## config.mk

```make
export PLATFORM = sky130hd
export DESIGN_NAME = mmio_responder_flat
export DESIGN_NICKNAME = d
export VERILOG_FILES = /design/src/rtl/mmio_responder_if.sv /design/src/rtl/mmio_responder.sv /design/src/flat_wrapper.sv
export SDC_FILE = /design/constraint.sdc
export NUM_CORES = 1
export LEC_CHECK = 0
export BUFFER_PORTS_ARGS = -buffer_cell sky130_fd_sc_hd__buf_2
export CAP_MARGIN = 30
export CORE_MARGIN = 5
export CORE_UTILIZATION = 60
export DETAILED_ROUTE_END_ITERATION = 16
export MAX_ROUTING_LAYER = met4
export PLACE_DENSITY = 0.87
export SLEW_MARGIN = 20
export SYNTH_ARGS = -nofsm -noshare
export SYNTH_HDL_FRONTEND = slang
export SYNTH_SLANG_ARGS = --single-unit
```

## constraint.sdc

```tcl
create_clock -name clock -period 5.75 [get_ports clock]
set_input_delay 0.2875 -clock clock [delete_from_list [all_inputs] [get_ports clock]]
set_output_delay 0.2875 -clock clock [all_outputs]
set_load 0.1 [all_outputs]
```

## src/rtl/mmio_responder_if.sv

```systemverilog
// Request/response bus between the CPU data port and the MMIO responder.
// A beat transfers on a rising clock edge where valid & ready are both high; valid holds its payload until then.
interface mmio_responder_if;
    logic        req_valid;
    logic        req_ready;
    logic        req_wen;
    logic [63:0] req_addr;
    logic [63:0] req_wdata;
    logic [63:0] req_wmask;
    logic        resp_valid;
    logic        resp_ready;
    logic [63:0] resp_rdata;
    logic        resp_err;

    modport master (
        output req_valid, req_wen, req_addr, req_wdata, req_wmask, resp_ready,
        input  req_ready, resp_valid, resp_rdata, resp_err
    );

    modport slave (
        input  req_valid, req_wen, req_addr, req_wdata, req_wmask, resp_ready,
        output req_ready, resp_valid, resp_rdata, resp_err
    );
endinterface

```

## src/rtl/mmio_responder.sv

```systemverilog
// Single-outstanding MMIO responder: CLINT-style mtime/mtimecmp timer plus a byte UART port.
// Requests are serviced in the accept cycle and answered exactly one cycle later.
module mmio_responder #(
    parameter int unsigned TICK_DIV   = 1,
    parameter logic [63:0] CLINT_BASE = 64'h0000_0000_0200_0000,
    parameter logic [63:0] UART_BASE  = 64'h0000_0000_1000_0000
) (
    input  logic                   clock,
    input  logic                   reset_n,
    mmio_responder_if.slave        bus,
    output logic                   timer_irq,
    output logic                   uart_out_valid,
    output logic [7:0]             uart_out_ch,
    output logic                   uart_in_valid,
    input  logic [7:0]             uart_in_ch,
    output logic                   dbg_state
);

    typedef enum logic {
        S_IDLE = 1'b0,
        S_RESP = 1'b1
    } state_e;

    localparam logic [60:0] MTIMECMP_IDX = 61'((CLINT_BASE + 64'h4000) >> 3);
    localparam logic [60:0] MTIME_IDX    = 61'((CLINT_BASE + 64'hBFF8) >> 3);
    localparam logic [60:0] UART_IDX     = 61'(UART_BASE >> 3);
    localparam logic [15:0] TICK_LAST    = 16'(TICK_DIV - 1);

    state_e      state_q, state_d;
    logic        req_ready_q, req_ready_d;
    logic        resp_valid_q, resp_valid_d;
    logic [63:0] resp_rdata_q, resp_rdata_d;
    logic        resp_err_q, resp_err_d;
    logic [63:0] mtime_q, mtime_d;
    logic [63:0] mtimecmp_q, mtimecmp_d;
    logic [15:0] presc_q, presc_d;
    logic        irq_q, irq_d;
    logic        uart_out_valid_q, uart_out_valid_d;
    logic [7:0]  uart_out_ch_q, uart_out_ch_d;

    logic        accept;
    logic        is_cmp, is_mtime, is_uart;
    logic        tick;
    logic [63:0] load_data;
    logic        unused_addr_lsb;

    function automatic logic [63:0] wmerge(input logic [63:0] old_v,
                                           input logic [63:0] data,
                                           input logic [63:0] mask);
        return (old_v & ~mask) | (data & mask);
    endfunction

    always_comb begin
        accept   = bus.req_valid & req_ready_q;
        is_cmp   = (bus.req_addr[63:3] == MTIMECMP_IDX);
        is_mtime = (bus.req_addr[63:3] == MTIME_IDX);
        is_uart  = (bus.req_addr[63:3] == UART_IDX);

        tick    = (presc_q == TICK_LAST);
        presc_d = tick ? 16'd0 : presc_q + 16'd1;
        // A store to mtime below overrides the tick; the prescaler keeps its phase.
        mtime_d    = tick ? mtime_q + 64'd1 : mtime_q;
        mtimecmp_d = mtimecmp_q;
        irq_d      = (mtime_q >= mtimecmp_q);

        load_data = 64'd0;
        if (is_cmp)        load_data = mtimecmp_q;
        else if (is_mtime) load_data = mtime_q;
        else if (is_uart)  load_data = {56'd0, uart_in_ch};

        state_d          = state_q;
        req_ready_d      = req_ready_q;
        resp_valid_d     = resp_valid_q;
        resp_rdata_d     = resp_rdata_q;
        resp_err_d       = resp_err_q;
        uart_out_valid_d = 1'b0;
        uart_out_ch_d    = uart_out_ch_q;

        case (state_q)
            S_IDLE: begin
                if (accept) begin
                    state_d      = S_RESP;
                    req_ready_d  = 1'b0;
                    resp_valid_d = 1'b1;
                    resp_err_d   = ~(is_cmp | is_mtime | is_uart);
                    resp_rdata_d = bus.req_wen ? 64'd0 : load_data;
                    if (bus.req_wen) begin
                        if (is_cmp)   mtimecmp_d = wmerge(mtimecmp_q, bus.req_wdata, bus.req_wmask);
                        if (is_mtime) mtime_d    = wmerge(mtime_q, bus.req_wdata, bus.req_wmask);
                        if (is_uart && (bus.req_wmask[7:0] != 8'd0)) begin
                            uart_out_valid_d = 1'b1;
                            uart_out_ch_d    = bus.req_wdata[7:0];
                        end
                    end
                end
            end
            default: begin
                if (resp_valid_q && bus.resp_ready) begin
                    state_d      = S_IDLE;
                    req_ready_d  = 1'b1;
                    resp_valid_d = 1'b0;
                end
            end
        endcase
    end

    always_ff @(posedge clock or negedge reset_n) begin
        if (!reset_n) begin
            state_q          <= S_IDLE;
            req_ready_q      <= 1'b1;
            resp_valid_q     <= 1'b0;
            resp_rdata_q     <= 64'd0;
            resp_err_q       <= 1'b0;
            mtime_q          <= 64'd0;
            mtimecmp_q       <= 64'hFFFF_FFFF_FFFF_FFFF;
            presc_q          <= 16'd0;
            irq_q            <= 1'b0;
            uart_out_valid_q <= 1'b0;
            uart_out_ch_q    <= 8'd0;
        end else begin
            state_q          <= state_d;
            req_ready_q      <= req_ready_d;
            resp_valid_q     <= resp_valid_d;
            resp_rdata_q     <= resp_rdata_d;
            resp_err_q       <= resp_err_d;
            mtime_q          <= mtime_d;
            mtimecmp_q       <= mtimecmp_d;
            presc_q          <= presc_d;
            irq_q            <= irq_d;
            uart_out_valid_q <= uart_out_valid_d;
            uart_out_ch_q    <= uart_out_ch_d;
        end
    end

    // RX strobe is combinational so uart_in_ch is sampled in the accept cycle itself.
    assign uart_in_valid   = accept & ~bus.req_wen & is_uart;
    assign unused_addr_lsb = ^bus.req_addr[2:0];

    assign bus.req_ready   = req_ready_q;
    assign bus.resp_valid  = resp_valid_q;
    assign bus.resp_rdata  = resp_rdata_q;
    assign bus.resp_err    = resp_err_q;
    assign timer_irq       = irq_q;
    assign uart_out_valid  = uart_out_valid_q;
    assign uart_out_ch     = uart_out_ch_q;
    assign dbg_state       = state_q;

endmodule

```

## src/flat_wrapper.sv

```systemverilog
// flat-port wrapper written by rule: the top's interface ports become plain ports
module mmio_responder_flat 
#(
    parameter int unsigned TICK_DIV   = 1,
    parameter logic [63:0] CLINT_BASE = 64'h0000_0000_0200_0000,
    parameter logic [63:0] UART_BASE  = 64'h0000_0000_1000_0000
)
  (clock, reset_n, timer_irq, uart_out_valid, uart_out_ch, uart_in_valid, uart_in_ch, dbg_state, bus_req_valid, bus_req_wen, bus_req_addr, bus_req_wdata, bus_req_wmask, bus_resp_ready, bus_req_ready, bus_resp_valid, bus_resp_rdata, bus_resp_err);
  mmio_responder_if bus_i ();
  input  logic clock;
  input  logic reset_n;
  output logic timer_irq;
  output logic uart_out_valid;
  output logic [7:0] uart_out_ch;
  output logic uart_in_valid;
  input  logic [7:0] uart_in_ch;
  output logic dbg_state;
  input wire logic [$bits(bus_i.req_valid)-1:0] bus_req_valid;
  input wire logic [$bits(bus_i.req_wen)-1:0] bus_req_wen;
  input wire logic [$bits(bus_i.req_addr)-1:0] bus_req_addr;
  input wire logic [$bits(bus_i.req_wdata)-1:0] bus_req_wdata;
  input wire logic [$bits(bus_i.req_wmask)-1:0] bus_req_wmask;
  input wire logic [$bits(bus_i.resp_ready)-1:0] bus_resp_ready;
  output wire logic [$bits(bus_i.req_ready)-1:0] bus_req_ready;
  output wire logic [$bits(bus_i.resp_valid)-1:0] bus_resp_valid;
  output wire logic [$bits(bus_i.resp_rdata)-1:0] bus_resp_rdata;
  output wire logic [$bits(bus_i.resp_err)-1:0] bus_resp_err;
  assign bus_i.req_valid = bus_req_valid;
  assign bus_i.req_wen = bus_req_wen;
  assign bus_i.req_addr = bus_req_addr;
  assign bus_i.req_wdata = bus_req_wdata;
  assign bus_i.req_wmask = bus_req_wmask;
  assign bus_i.resp_ready = bus_resp_ready;
  assign bus_req_ready = bus_i.req_ready;
  assign bus_resp_valid = bus_i.resp_valid;
  assign bus_resp_rdata = bus_i.resp_rdata;
  assign bus_resp_err = bus_i.resp_err;
  mmio_responder #(.TICK_DIV(TICK_DIV), .CLINT_BASE(CLINT_BASE), .UART_BASE(UART_BASE)) u_core (.clock(clock), .reset_n(reset_n), .bus(bus_i), .timer_irq(timer_irq), .uart_out_valid(uart_out_valid), .uart_out_ch(uart_out_ch), .uart_in_valid(uart_in_valid), .uart_in_ch(uart_in_ch), .dbg_state(dbg_state));
endmodule
```

-- Word level (Yosys, flattened, before mapping)
Cells that the tools add are included.
- $add $sub $neg: 2
- order comparisons: 1
- equality and inequality tests: 4
- muxes and demuxes: 23
- bitwise gates (word level): 14
- reduce and logical (&&, ||, !) cells: 9
- operator list (operator ; count):
    2-to-1 mux 64 bit ; 8
    AND 64 bit ; 3
    bitwise OR 64 bit ; 2
    equality test 61 x 23 -> 1 bit, second input constant ; 2
    adder 64 x 1 -> 64 bit, second input constant ; 1
    >= comparator 64 bit ; 1
    inverter 64 bit ; 1
    equality test 61 x 26 -> 1 bit, second input constant ; 1
    adder 16 x 1 -> 16 bit, second input constant ; 1
    zero test 16 bit ; 1
    2-to-1 mux 16 bit ; 1
    2-to-1 mux 1 bit ; 13
    2-to-1 mux 8 bit ; 1
    AND reduction 4 bit ; 2
    nonzero test 8 bit ; 1
    AND reduction 2 bit ; 2
    AND 1 bit ; 3
    inverter 1 bit ; 3
    logical AND 1 bit ; 2
    != test 2 bit, second input constant ; 1
    bitwise OR 1 bit ; 2
    nonzero test 2 bit ; 1
- register bits after elaboration: 222
- input port bits: 205
- output and inout port bits: 79
- logic and storage cells: 64

-- Depth between registers and ports, before layout
- depth after elaboration: 7
- depth in mapped cells: 10
- mapped depth without buffers: 9

-- Least setup slack after synthesis
No wires, ideal clock.
- path kind: input port to output port
- start point: input bus_req_addr[34]
- end point: output uart_in_valid
- arrival: 3523 ps
- required time: 5463 ps
- slack: 1940 ps
- stages: 5
- cell sequence: nor4_1 -> nand4_1 -> nor4_2 -> nand2_1 -> nor3_1
- word-level cells in the longest chain between the ends: 2
- ends and longest elaborated chain (element ; line ; RTL):
    from (decl) ; flat_wrapper.sv:20 ; input wire logic [$bits(bus_i.req_addr)-1:0] bus_req_addr;
    equality test 61 x 26 -> 1 bit ; mmio_responder.sv:57 ; is_uart = (bus.req_addr[63:3] == UART_IDX);
    AND 1 bit ; mmio_responder.sv:136 ; assign uart_in_valid = accept & ~bus.req_wen & is_uart;
    to (decl) ; flat_wrapper.sv:15 ; output logic uart_in_valid;
Every way passes these cells.

==> out/qor.txt <==
status -> complete, no violations
Net Count, Synth -> 1696
compound-cell area share of the yosys netlist -> 0.238
min Tclk post-route -> 3.36 ns
Root Driver -> clkbuf_16
Clk Latency, worst-skew pair -> 0.52 ns
Crit path largest cell delay -> 0.56 ns
leakage -> 7.63 nW
first-pass GRT wire length -> 62.1 mm
synthesized area -> 12700 sq um
vias in the first global route -> 12.4k
crit-path cells -> inv_1 > ha_1 > nor4b_2 > and4_1 > nand3_4 > a21oi_1 > nand4_1 > o21ai_0 > o221a_1
WP data required -> 6.21 ns
post-synthesis mux area share -> 0.00717
Final ANT Viol Nets -> 0
RSZ-0062 raised after global routing -> false
RD Place Congestion -> 0.936
Slowest-stage cell, CP -> and4_1
Pwr Density -> 212 nW/um^2
# port buffers -> 280
Setup-failing EPs final -> 0
R2R setup slack -> 2.39 ns
I/O pin cnt -> 284
CTS H-tree depth -> 1
hold-fix buffers at CTS -> 9
Worst Setup End Kind -> register
relative max-transition margin -> 0.360
first-pass iteration count of the detailed router -> 6
Die W -> 156 um
max-slew violation count -> 0
Least-Margin Pin Slew -> 0.960 ns
Die Ht -> 156 um
drt wl/cell -> 19.7 um
ys flop type -> dfrtp_1
Final Non-Filler Cells -> 1981
hpwl dp -> 27.8 mm
critical path type -> reg2reg
clock tree buffer depth -> 3
reg-to-reg critical path startpoint -> u_core.presc_q[0]$_DFF_PN0_
Tot GR Track Use -> 0.322
HP Start -> uart_in_ch[4]
final hold viol count -> 0
ys async rst share -> 1.00
R2R depth -> 9
Synth Area in Adders -> 0.0658
placed cells -> 1924
largest net degree at the start of global routing -> 119
Mean Syn Cell Area -> 8.95 sq um
Hold WC Path Type -> in2reg
VDD IR-drop max -> 178 uV
Worst Path Max Fanout -> 10
simple-gate share of the synthesized area -> 0.191
share of cells above drive strength 1 -> 0.282
Post-CTS Resized -> 0
Worst Path Arrival -> 3.82 ns
clock sink count -> 222
WL final -> 39.0 mm
Setup TNS -> 0 ns
Rows -> 53
area of the multi-input gates -> 6550 sq um
area grow syn2layout -> 19.4%
largest family of logic cells by synthesized area -> compound AO/OA/AOI/OAI gates
Final period util -> 0.584
Core Region -> 21000 sq um
register area -> 5640 sq um
sequential fraction of the synthesis area -> 0.442
Clk pin slew, worst setup/hold paths -> 0.06 ns
Yosys cell types -> 74
setup repair bufs after CTS -> 0
fillcell total -> 1553
placed cell area -> 14300 sq um
initial antenna violation count -> 5
gr ovfl total -> 0
Hold Crit Depth -> 3
Setup Skew -> 0.0141 ns
CTS tree -> done
Max Clk Rate -> 298 MHz
critical path startpoint category -> register
EDFF count, synth -> 0
Yosys Warn Count -> 0
Hold Path End -> u_core.bus.resp_rdata[4]$_DFFE_PN0P_
XOR/XNOR share of the synthesized area -> 0.00963
initial drt markers -> 1136
Yosys reg bits -> 222
die area -> 24200 sq um
DRC Markers -> 0
cells after synthesis -> 1424
Starting Density -> 0.608
total CTS buffers -> 24
routed vias/inst -> 6.25
DR vias -> 12.4k
max_cap viols -> 0
Post-layout nets -> 1957
design area -> 15200 sq um
routing by layer:
| layer | track usage | vias to the layer above | wire length, um |
|---|---|---|---|
| li1 | - | 5751 | - |
| met1 | 0.403 | 5938 | 15300 |
| met2 | 0.534 | 605 | 19300 |
| met3 | 0.0469 | 94 | 3170 |
| met4 | 0.119 | 0 | 1230 |
| met5 | - | - | 0 |
area by class of cell:
type	instances	share of cell area
Antenna cell	5	0.000823
Clock buffer	38	0.0482
Clock inverter	4	0.00206
Inverter	82	0.0202
Multi-Input combinational cell	1055	0.431
Sequential cell	222	0.371
Tap cell	275	0.0226
Timing Repair Buffer	300	0.105
power breakdown:
part / leakage (nW) / switching, mW / internal, mW
logic: 4.42 / 0.0938 / 0.0623
clock network: 0.379 / 0.638 / 0.871
registers: 2.83 / 0.0000000000000000990 / 1.56
worst max path at each step:
stage	start	to
after floorplan	bus_req_addr[34]	uart_in_valid
after global placement	bus_req_addr[37]	register
after detailed placement	bus_req_addr[37]	register
after CTS	u_core.presc_q[0]$_DFF_PN0_	register
after global routing	u_core.presc_q[0]$_DFF_PN0_	register
final	u_core.presc_q[0]$_DFF_PN0_	register
critical path, delay by kind of cell, from the launching register on:
| family | cells | cell delay, ns |
|---|---|---|
| and+or+nand+nor | 4 | 1.53 |
| buffers and inverters | 1 | 0.07 |
| AOI/OAI and AO/OA | 3 | 1.16 |
| DFF | 1 | 0.42 |
| adders and majority gates | 1 | 0.13 |
synthesized netlist by cell type (15+ instances only):
cell type / n / area [sq um]
and3_1: 26 / 163
dfstp_2: 65 / 1710
a31o_2: 64 / 561
nor4_1: 30 / 188
nor3_1: 21 / 105
clkbuf_1: 43 / 161
o21ai_0: 92 / 460
a21oi_1: 182 / 911
dfrtp_1: 157 / 3930
nor2_1: 114 / 428
nand4_1: 24 / 150
ha_1: 67 / 838
nand2_1: 179 / 672
a211oi_1: 22 / 165
buf_2: 15 / 75.1
inv_1: 82 / 308
nand3_1: 48 / 240
cell families (layout without fill, tap and decap cells):
kind of cell               Yosys count  in the layout
muxes                                9              9
DFF                                222            222
xor gates and xnor gates            14             14
adders and majority gates           67             67
buffers and inverters              147            424
and+or+nand+nor                    500            500
AOI/OAI and AO/OA                  465            465
other                                0              5
cell usage in the layout (no fill, tap or decap), types with 11 or more instances in the layout:
master / instances
clkbuf_16: 24
nor2_1: 113
nor3_1: 21
and4_1: 11
o21ai_0: 92
inv_1: 82
buf_2: 279
nand3_1: 47
a211oi_1: 22
a221oi_1: 14
nor4_1: 30
a31o_2: 64
dfrtp_1: 157
a311oi_1: 12
a21oi_1: 182
ha_1: 67
nand2_1: 179
nand4_1: 24
xnor2_1: 11
and3_1: 26
dfstp_2: 65
stage by stage:
step | hold WS (ns) | util | setup WS (ns) | power [mW]
after CTS | 0.00105 | 0.724 | 2.39 | 3.24
after detailed placement | 0.429 | 0.684 | 2.38 | 1.74
final | 0.0150 | 0.726 | 2.39 | 3.23
after floorplan | -0.00809 | - | 1.94 | 1.60
after global routing | 0.00618 | 0.726 | 2.17 | 3.33
after global placement | 0.427 | 0.684 | 2.43 | 1.74
No activity file was read; power rests on OpenSTA's default activity.
